### src/rtl/sprite_addr_gen_pkg.sv
// Shared widths, screen constants and the window configuration record
// used by the sprite window-to-ROM address generator.
package sprite_addr_gen_pkg;

  localparam int CNT_W  = 10;
  localparam int SZ_W   = 8;
  localparam int ADDR_W = 15;
  localparam int SC_W   = 2;

  localparam int H_VIS = 640;
  localparam int V_VIS = 480;

  typedef struct packed {
    logic              en;
    logic [CNT_W-1:0]  x;
    logic [CNT_W-1:0]  y;
    logic [SZ_W-1:0]   w;
    logic [SZ_W-1:0]   h;
    logic [SC_W-1:0]   scale;
    logic [ADDR_W-1:0] base;
  } win_cfg_t;

  function automatic int unsigned idx_width(input int unsigned n);
    return (n > 1) ? $clog2(n) : 1;
  endfunction

endpackage

### src/rtl/sprite_addr_gen_if.sv
// Window configuration write bus: shadow-register writes in, pending flag out.
interface sprite_addr_gen_if
  import sprite_addr_gen_pkg::*;
#(
  parameter int IDX_W = 2
);

  logic              cfg_we;
  logic [IDX_W-1:0]  cfg_idx;
  logic              cfg_en;
  logic [CNT_W-1:0]  cfg_x;
  logic [CNT_W-1:0]  cfg_y;
  logic [SZ_W-1:0]   cfg_w;
  logic [SZ_W-1:0]   cfg_h;
  logic [SC_W-1:0]   cfg_scale;
  logic [ADDR_W-1:0] cfg_base;
  logic              cfg_pending;

  modport master (
    output cfg_we, cfg_idx, cfg_en, cfg_x, cfg_y, cfg_w, cfg_h, cfg_scale, cfg_base,
    input  cfg_pending
  );

  modport slave (
    input  cfg_we, cfg_idx, cfg_en, cfg_x, cfg_y, cfg_w, cfg_h, cfg_scale, cfg_base,
    output cfg_pending
  );

endinterface

### src/rtl/sprite_win_hit.sv
// Stage 1 for one window: coverage test of the raster position and
// source row/column, registered together with the fields stage 2 needs.
module sprite_win_hit
  import sprite_addr_gen_pkg::*;
(
  input  logic              clk,
  input  logic              rst_n,
  input  logic              valid,
  input  logic [CNT_W-1:0]  h_cnt,
  input  logic [CNT_W-1:0]  v_cnt,
  input  win_cfg_t          win,
  output logic              in_q,
  output logic [SZ_W-1:0]   row_q,
  output logic [SZ_W-1:0]   col_q,
  output logic [SZ_W-1:0]   w_q,
  output logic [ADDR_W-1:0] base_q
);

  localparam int EW = CNT_W + 1;
  // One extra bit over the extent so the far edge clips instead of wrapping.
  localparam int SW = CNT_W + 2;

  logic [EW-1:0]     ext_w;
  logic [EW-1:0]     ext_h;
  logic              h_in;
  logic              v_in;
  logic              in_d;
  logic [SZ_W-1:0]   row_d;
  logic [SZ_W-1:0]   col_d;
  logic [SZ_W-1:0]   w_d;
  logic [ADDR_W-1:0] base_d;

  always_comb begin
    ext_w  = EW'(win.w) << win.scale;
    ext_h  = EW'(win.h) << win.scale;
    h_in   = (h_cnt >= win.x) && (SW'(h_cnt) < (SW'(win.x) + SW'(ext_w)));
    v_in   = (v_cnt >= win.y) && (SW'(v_cnt) < (SW'(win.y) + SW'(ext_h)));
    in_d   = win.en && valid && h_in && v_in;
    col_d  = SZ_W'((h_cnt - win.x) >> win.scale);
    row_d  = SZ_W'((v_cnt - win.y) >> win.scale);
    w_d    = win.w;
    base_d = win.base;
  end

  always_ff @(posedge clk or negedge rst_n) begin
    if (!rst_n) begin
      in_q   <= 1'b0;
      row_q  <= '0;
      col_q  <= '0;
      w_q    <= '0;
      base_q <= '0;
    end else begin
      in_q   <= in_d;
      row_q  <= row_d;
      col_q  <= col_d;
      w_q    <= w_d;
      base_q <= base_d;
    end
  end

endmodule

### src/rtl/sprite_addr_gen.sv
// Maps the raster position into N_WIN programmable windows and produces a
// registered ROM pixel address two cycles later; config commits at frame start.
module sprite_addr_gen
  import sprite_addr_gen_pkg::*;
#(
  parameter  int N_WIN = 4,
  localparam int IDX_W = idx_width(N_WIN)
) (
  input  logic                clk,
  input  logic                rst_n,
  input  logic                valid,
  input  logic [CNT_W-1:0]    h_cnt,
  input  logic [CNT_W-1:0]    v_cnt,
  input  logic                frame_start,
  sprite_addr_gen_if.slave    cfg,
  output logic                pixel_valid,
  output logic                hit,
  output logic [IDX_W-1:0]    win_id,
  output logic [ADDR_W-1:0]   pixel_addr
);

  win_cfg_t shadow_q [N_WIN];
  win_cfg_t shadow_d [N_WIN];
  win_cfg_t active_q [N_WIN];
  win_cfg_t active_d [N_WIN];
  win_cfg_t wr_cfg;
  logic     pending_q;
  logic     pending_d;

  // Commit reads the pre-write shadow, so a coincident write stays pending.
  always_comb begin
    wr_cfg = '{en: cfg.cfg_en, x: cfg.cfg_x, y: cfg.cfg_y, w: cfg.cfg_w,
               h: cfg.cfg_h, scale: cfg.cfg_scale, base: cfg.cfg_base};
    shadow_d  = shadow_q;
    active_d  = active_q;
    pending_d = pending_q;
    if (frame_start && pending_q) begin
      active_d  = shadow_q;
      pending_d = 1'b0;
    end
    if (cfg.cfg_we && (32'(cfg.cfg_idx) < 32'(N_WIN))) begin
      shadow_d[cfg.cfg_idx] = wr_cfg;
      pending_d             = 1'b1;
    end
  end

  always_ff @(posedge clk or negedge rst_n) begin
    if (!rst_n) begin
      for (int unsigned i = 0; i < N_WIN; i++) begin
        shadow_q[i] <= '0;
        active_q[i] <= '0;
      end
      pending_q <= 1'b0;
    end else begin
      shadow_q  <= shadow_d;
      active_q  <= active_d;
      pending_q <= pending_d;
    end
  end

  assign cfg.cfg_pending = pending_q;

  logic [N_WIN-1:0]  win_in;
  logic [SZ_W-1:0]   win_row  [N_WIN];
  logic [SZ_W-1:0]   win_col  [N_WIN];
  logic [SZ_W-1:0]   win_w    [N_WIN];
  logic [ADDR_W-1:0] win_base [N_WIN];

  for (genvar g = 0; g < N_WIN; g++) begin : g_win
    sprite_win_hit u_hit (
      .clk    (clk),
      .rst_n  (rst_n),
      .valid  (valid),
      .h_cnt  (h_cnt),
      .v_cnt  (v_cnt),
      .win    (active_q[g]),
      .in_q   (win_in[g]),
      .row_q  (win_row[g]),
      .col_q  (win_col[g]),
      .w_q    (win_w[g]),
      .base_q (win_base[g])
    );
  end

  logic              sel_found;
  logic [IDX_W-1:0]  sel_idx;
  logic [SZ_W-1:0]   sel_row;
  logic [SZ_W-1:0]   sel_col;
  logic [SZ_W-1:0]   sel_w;
  logic [ADDR_W-1:0] sel_base;
  logic [2*SZ_W-1:0] prod;
  logic              hit_d;
  logic [IDX_W-1:0]  win_id_d;
  logic [ADDR_W-1:0] pixel_addr_d;

  // Lowest-index hit wins; a single multiplier serves the selected window.
  always_comb begin
    sel_found = 1'b0;
    sel_idx   = '0;
    sel_row   = '0;
    sel_col   = '0;
    sel_w     = '0;
    sel_base  = '0;
    for (int unsigned i = 0; i < N_WIN; i++) begin
      if (win_in[i] && !sel_found) begin
        sel_found = 1'b1;
        sel_idx   = IDX_W'(i);
        sel_row   = win_row[i];
        sel_col   = win_col[i];
        sel_w     = win_w[i];
        sel_base  = win_base[i];
      end
    end
    prod         = (2*SZ_W)'(sel_row) * (2*SZ_W)'(sel_w);
    hit_d        = sel_found;
    win_id_d     = sel_idx;
    pixel_addr_d = sel_found ? (sel_base + ADDR_W'(prod) + ADDR_W'(sel_col)) : '0;
  end

  logic              pv1_q;
  logic              pixel_valid_q;
  logic              hit_q;
  logic [IDX_W-1:0]  win_id_q;
  logic [ADDR_W-1:0] pixel_addr_q;

  always_ff @(posedge clk or negedge rst_n) begin
    if (!rst_n) begin
      pv1_q         <= 1'b0;
      pixel_valid_q <= 1'b0;
      hit_q         <= 1'b0;
      win_id_q      <= '0;
      pixel_addr_q  <= '0;
    end else begin
      pv1_q         <= valid;
      pixel_valid_q <= pv1_q;
      hit_q         <= hit_d;
      win_id_q      <= win_id_d;
      pixel_addr_q  <= pixel_addr_d;
    end
  end

  assign pixel_valid = pixel_valid_q;
  assign hit         = hit_q;
  assign win_id      = win_id_q;
  assign pixel_addr  = pixel_addr_q;

endmodule

### src/flat_wrapper.sv
// flat-port wrapper written by rule: the top's interface ports become plain ports
module sprite_addr_gen_flat import sprite_addr_gen_pkg::*;
#(
  parameter  int N_WIN = 4,
  localparam int IDX_W = idx_width(N_WIN)
)
  (clk, rst_n, valid, h_cnt, v_cnt, frame_start, pixel_valid, hit, win_id, pixel_addr, cfg_cfg_we, cfg_cfg_idx, cfg_cfg_en, cfg_cfg_x, cfg_cfg_y, cfg_cfg_w, cfg_cfg_h, cfg_cfg_scale, cfg_cfg_base, cfg_cfg_pending);
  sprite_addr_gen_if #(.IDX_W(2)) cfg_i ();
  input  logic clk;
  input  logic rst_n;
  input  logic valid;
  input  logic [CNT_W-1:0] h_cnt;
  input  logic [CNT_W-1:0] v_cnt;
  input  logic frame_start;
  output logic pixel_valid;
  output logic hit;
  output logic [IDX_W-1:0] win_id;
  output logic [ADDR_W-1:0] pixel_addr;
  input wire logic [$bits(cfg_i.cfg_we)-1:0] cfg_cfg_we;
  input wire logic [$bits(cfg_i.cfg_idx)-1:0] cfg_cfg_idx;
  input wire logic [$bits(cfg_i.cfg_en)-1:0] cfg_cfg_en;
  input wire logic [$bits(cfg_i.cfg_x)-1:0] cfg_cfg_x;
  input wire logic [$bits(cfg_i.cfg_y)-1:0] cfg_cfg_y;
  input wire logic [$bits(cfg_i.cfg_w)-1:0] cfg_cfg_w;
  input wire logic [$bits(cfg_i.cfg_h)-1:0] cfg_cfg_h;
  input wire logic [$bits(cfg_i.cfg_scale)-1:0] cfg_cfg_scale;
  input wire logic [$bits(cfg_i.cfg_base)-1:0] cfg_cfg_base;
  output wire logic [$bits(cfg_i.cfg_pending)-1:0] cfg_cfg_pending;
  assign cfg_i.cfg_we = cfg_cfg_we;
  assign cfg_i.cfg_idx = cfg_cfg_idx;
  assign cfg_i.cfg_en = cfg_cfg_en;
  assign cfg_i.cfg_x = cfg_cfg_x;
  assign cfg_i.cfg_y = cfg_cfg_y;
  assign cfg_i.cfg_w = cfg_cfg_w;
  assign cfg_i.cfg_h = cfg_cfg_h;
  assign cfg_i.cfg_scale = cfg_cfg_scale;
  assign cfg_i.cfg_base = cfg_cfg_base;
  assign cfg_cfg_pending = cfg_i.cfg_pending;
  sprite_addr_gen #(.N_WIN(N_WIN)) u_core (.clk(clk), .rst_n(rst_n), .valid(valid), .h_cnt(h_cnt), .v_cnt(v_cnt), .frame_start(frame_start), .cfg(cfg_i), .pixel_valid(pixel_valid), .hit(hit), .win_id(win_id), .pixel_addr(pixel_addr));
endmodule
### config.mk
export PLATFORM = sky130hd
export DESIGN_NAME = sprite_addr_gen_flat
export DESIGN_NICKNAME = d
export VERILOG_FILES = /design/src/rtl/sprite_addr_gen_pkg.sv /design/src/rtl/sprite_addr_gen_if.sv /design/src/rtl/sprite_win_hit.sv /design/src/rtl/sprite_addr_gen.sv /design/src/flat_wrapper.sv
export SDC_FILE = /design/constraint.sdc
export NUM_CORES = 1
export LEC_CHECK = 0
export BUFFER_PORTS_ARGS = -buffer_cell sky130_fd_sc_hd__buf_2
export CAP_MARGIN = 10
export CORE_ASPECT_RATIO = 0.9
export CORE_MARGIN = 4
export CORE_UTILIZATION = 35
export DETAILED_ROUTE_END_ITERATION = 12
export REMOVE_ABC_BUFFERS = 1
export SLEW_MARGIN = 20
export SYNTH_ARGS = -nofsm -noshare
export SYNTH_HDL_FRONTEND = slang
export SYNTH_SLANG_ARGS = --single-unit
### constraint.sdc
create_clock -name clk -period 10.95 [get_ports clk]
set_input_delay 0.5475 -clock clk [delete_from_list [all_inputs] [get_ports clk]]
set_output_delay 0.5475 -clock clk [all_outputs]
set_load 0.05 [all_outputs]
==> implementation parameters <==
Parameter                              Value

Global route
  Global-route wire length before repair    145,000 um
  Antenna violations before repair    6
  Number of global-route vias before repair    23.6k
  GR Util All Layers    18.0%
  Global route overflow    0
  Pin count of the biggest net entering global routing    107

Yosys
  Adder and majority cell fraction of the synthesized area    13.9%
  Compound-Gate Fraction of Synth Area    9.98%
  Portion of synthesized cell area occupied by the leading cell type    44.0%
  Largest family of logic cells by synthesized area    multiplexers
  Synth Flop Type    sky130_fd_sc_hd__dfrtp_1
  Post-Synth Simple-Gate Area    6.95%
  Count of flip-flops with a built-in enable after synthesis    0
  Xor-xnor portion of the synthesized cell area    3.49%
  Post-Syn Area    34,900 um^2
  Cell variety after synth    65
  Number of warnings printed during yosys synthesis    0
  Number of instances in the synthesized netlist    2,983
  Largest area contributor in the synthesized netlist    sky130_fd_sc_hd__dfrtp_1
  Proportion of register bits with asynchronous set or reset after synthesis    100%
  Part of the Yosys area used for sequential elements    44.0%
  Average size of a mapped cell    11.7 um^2
  Yosys reg bits    613
  Cell types occupying the most area after synthesis    sky130_fd_sc_hd__dfrtp_1 (44%), sky130_fd_sc_hd__mux2_2 (14%), sky130_fd_sc_hd__ha_1 (9.9%)
  Share of synthesized area spent on multiplexers    18.4%

Critical path
  Required time reported for the critical path endpoint    11,440 ps
  Slowest stage cell, crit path    sky130_fd_sc_hd__dfrtp_4
  Most used cell along the critical path    sky130_fd_sc_hd__fa_1
  WP buf/inv    5
  Critical path cell sequence    nor4b_4, buf_4, a221oi_1, nor2_1, fa_1, fa_1, inv_1, fa_1, inv_1, fa_1, inv_1, fa_1, inv_1, ha_1, o21a_1, o21ai_0, o2bb2ai_1, a31oi_1, a221oi_1, xnor2_1, nor2_1
  Worst setup path category    reg2reg
  Maximum fanout along the worst path    85
  Stage delay of the slowest cell on the critical path    1010 ps
  Crit end category    register
  Kind of cell adding the most delay to the critical path    adder cells
  Sort of element at the start of the critical path    register
  Arrival time of the worst setup path    7440 ps

Detailed routing
  Violation count after the first detailed-route iteration    1,535
  Total wirelength of the detailed-routed design    94,500 um
  First-pass detailed-route iteration total    5
  Per-cell via count in the routed design    5.21
  WL per Instance    21.1 um
  Routed vias    23.3k
  Remaining antenna violation count after routing    1
  # DRC    0

Finish
  Ratio of cells with drive above 1 in the final layout    23.8%
  Nets@finish    3,507
  Most frequent standard cell in the layout excluding fill and tap cells    sky130_fd_sc_hd__dfrtp_1
  Total area of multi-input combinational cells    18,400 um^2
  Area taken by flip-flops and latches    15,300 um^2
  Leading cell types in the layout, fill and taps excluded    sky130_fd_sc_hd__dfrtp_1 (607), sky130_fd_sc_hd__mux2_2 (440), sky130_fd_sc_hd__ha_1 (275)
  Number of filler instances in the final layout    9,487
  Layout overhead on the synthesized area    13.0%
  Summed area of non-filler cells in the final layout    39,400 um^2

STA
  Maximum frequency from static timing analysis    144 MHz
  Max-slew headroom at the worst pin    26.3%
  Final critical-path setup slack    4000 ps
  Unrepaired setup endpoints after global routing    no
  Final worst path period share    63.5%
  Final setup fails    0
  Total negative slack for setup checks    0 ps
  Final Skew    33.7 ps
  Hold Violations, Final    0
  Minimum clock period after layout    6950 ps
  Worst-Margin Slew    1100 ps
  Slew Viols, Final    0

Place
  Worst slack, placed    3990 ps
  Number of buffers added on ports    100
  Placed instance area    36,900 um^2
  Global placer's final weighted congestion    0.921
  Post-detail-place hpwl    70,600 um

CTS
  CTS sink cnt    613
  Clock buffers created by TritonCTS    71
  Maximum level of the CTS H-tree    3
  Clock tree buffer depth    3
  Skew-Pair Late Insertion Delay    640 ps
  Post-CTS sizing    0
  Number of buffers added to fix hold violations after cts    1
  Post-CTS Setup Inserts    0
  Clock root buffer    sky130_fd_sc_hd__clkbuf_16
  Clock transition at the registers of the reported paths    60 ps
  CTS tree    done

Die
  Count of boundary I/O pins    101
  Effective utilization at floorplan    35.4%
  Floorplan die width    341 um
  Row count    109
  Die H    308 um
  Area of the core    98,600 um^2
  Area of the die    105,000 um^2

Outcome
  Violations in the final reports    antenna violations
  Result of the run    finished with violations

Job
  Count of max-cap constraint violations    0

Pwr
  Total leakage power    17.9 nW
  P per Cell Area    264 nW/um^2
  IR Drop Worst-Case VDD    0.000154 V

Min path
  Path category of the worst min-delay check    in2reg
[through the flow]
step | power (mW) | hold slack [ps] | std cells | utilization, %
floorplan | 6.53 | 252 | 2874 | -
global placement | 7.84 | 353 | 4339 | 37.4
detailed placement | 7.90 | 355 | 4339 | 37.4
CTS | 10.4 | 102 | 4472 | 39.9
global route | 11.1 | 114 | 4472 | 40.0
finish | 10.4 | 138 | 4479 | 40.0
[sequential cells by signal (all words and copies together), names as in the netlist]
| name | count |
|---|---|
| u_core.pv1_q | 1 |
| u_core.g_win.u_hit.row_q | 32 |
| u_core.g_win.u_hit.in_q | 4 |
| u_core.hit | 1 |
| u_core.active_q | 216 |
| u_core.win_id | 2 |
| u_core.shadow_q | 216 |
| u_core.g_win.u_hit.w_q | 32 |
| u_core.pixel_valid | 1 |
| u_core.g_win.u_hit.col_q | 32 |
| u_core.g_win.u_hit.base_q | 60 |
| u_core.pixel_addr | 15 |
| u_core.cfg.cfg_pending | 1 |
[cells by family after synthesis]
kind of cell | Yosys count
mux | 576
flops | 613
fa+ha+maj | 345
simple gates | 506
buf+inv | 293
xor+xnor | 139
compound gates | 511
[layout make-up]
type	instances	area share (%)
diodes	7	0.0444
clock buffers	99	5.18
clock inverters	33	1.17
inverters	184	1.75
multi-input cells	2077	46.7
flip-flops and latches	613	38.9
well taps	1332	4.23
repair buffers	134	1.96
[report_power, final]
group	switching (mW)	leakage (nW)	internal [mW]
sequential	0.521	7.29	2.88
combinational	2.55	9.46	1.97
clock	1.01	1.20	1.45
[Yosys cell counts (17+ instances only)]
| library cell | n |
|---|---|
| sky130_fd_sc_hd__a221oi_1 | 24 |
| sky130_fd_sc_hd__dfrtp_1 | 613 |
| sky130_fd_sc_hd__clkbuf_1 | 41 |
| sky130_fd_sc_hd__o22ai_1 | 17 |
| sky130_fd_sc_hd__o21a_1 | 24 |
| sky130_fd_sc_hd__o21ai_0 | 94 |
| sky130_fd_sc_hd__mux2_2 | 440 |
| sky130_fd_sc_hd__inv_1 | 179 |
| sky130_fd_sc_hd__xor2_1 | 68 |
| sky130_fd_sc_hd__buf_1 | 21 |
| sky130_fd_sc_hd__a21oi_1 | 121 |
| sky130_fd_sc_hd__ha_1 | 275 |
| sky130_fd_sc_hd__buf_2 | 42 |
| sky130_fd_sc_hd__nand4_1 | 27 |
| sky130_fd_sc_hd__nor2_1 | 235 |
| sky130_fd_sc_hd__xnor2_1 | 71 |
| sky130_fd_sc_hd__nor3_1 | 20 |
| sky130_fd_sc_hd__nor2b_1 | 56 |
| sky130_fd_sc_hd__a21o_1 | 40 |
| sky130_fd_sc_hd__mux2i_1 | 128 |
| sky130_fd_sc_hd__nand2b_1 | 30 |
| sky130_fd_sc_hd__nor3b_1 | 17 |
| sky130_fd_sc_hd__a22oi_1 | 66 |
| sky130_fd_sc_hd__a211oi_1 | 31 |
| sky130_fd_sc_hd__fa_1 | 70 |
| sky130_fd_sc_hd__nand2_1 | 70 |
[worst register-to-register path, stage by stage (launching register included)]
cell and delay [ps]:
sky130_fd_sc_hd__dfrtp_4 1010, sky130_fd_sc_hd__nor4b_4 200, sky130_fd_sc_hd__buf_4 330, sky130_fd_sc_hd__a221oi_1 960, sky130_fd_sc_hd__nor2_1 150, sky130_fd_sc_hd__fa_1 420
sky130_fd_sc_hd__fa_1 500, sky130_fd_sc_hd__inv_1 60, sky130_fd_sc_hd__fa_1 530, sky130_fd_sc_hd__inv_1 50, sky130_fd_sc_hd__fa_1 470, sky130_fd_sc_hd__inv_1 50
sky130_fd_sc_hd__fa_1 470, sky130_fd_sc_hd__inv_1 40, sky130_fd_sc_hd__ha_1 310, sky130_fd_sc_hd__o21a_1 210, sky130_fd_sc_hd__o21ai_0 290, sky130_fd_sc_hd__o2bb2ai_1 160
sky130_fd_sc_hd__a31oi_1 70, sky130_fd_sc_hd__a221oi_1 320, sky130_fd_sc_hd__xnor2_1 160, sky130_fd_sc_hd__nor2_1 60
[per-layer routing]
metal	global-route usage [%]	wire [um]	up-vias	share of wire, %
li1	-	-	10900	-
met2	28.0	42000	524	44
met1	26.1	45200	11800	48
met3	3.16	5090	126	5.4
met4	4.82	2270	2	2.4
met5	0	13	-	0.014
[path summary, 6_finish.rpt]
kind / from / to / slack, ps / depth (start not counted)
worst max-delay path: u_core.g_win[0].u_hit.in_q$_DFF_PN0_ / u_core.pixel_addr[14]$_DFF_PN0_ / 4000 / 21
worst min-delay path: valid / u_core.pv1_q$_DFF_PN0_ / 140 / 1
worst max register to register: u_core.g_win[0].u_hit.in_q$_DFF_PN0_ / u_core.pixel_addr[14]$_DFF_PN0_ / 4000 / 21
worst min register to register: u_core.active_q[62]$_DFFE_PN0P_ / u_core.g_win[2].u_hit.base_q[8]$_DFF_PN0_ / 360 / 0
max in group asynchronous: rst_n / u_core.g_win[3].u_hit.base_q[8]$_DFF_PN0_ / 7830 / 5
min in group asynchronous: rst_n / u_core.pixel_valid$_DFF_PN0_ / 550 / 2
Note: power is estimated with default switching activity, not from simulation.
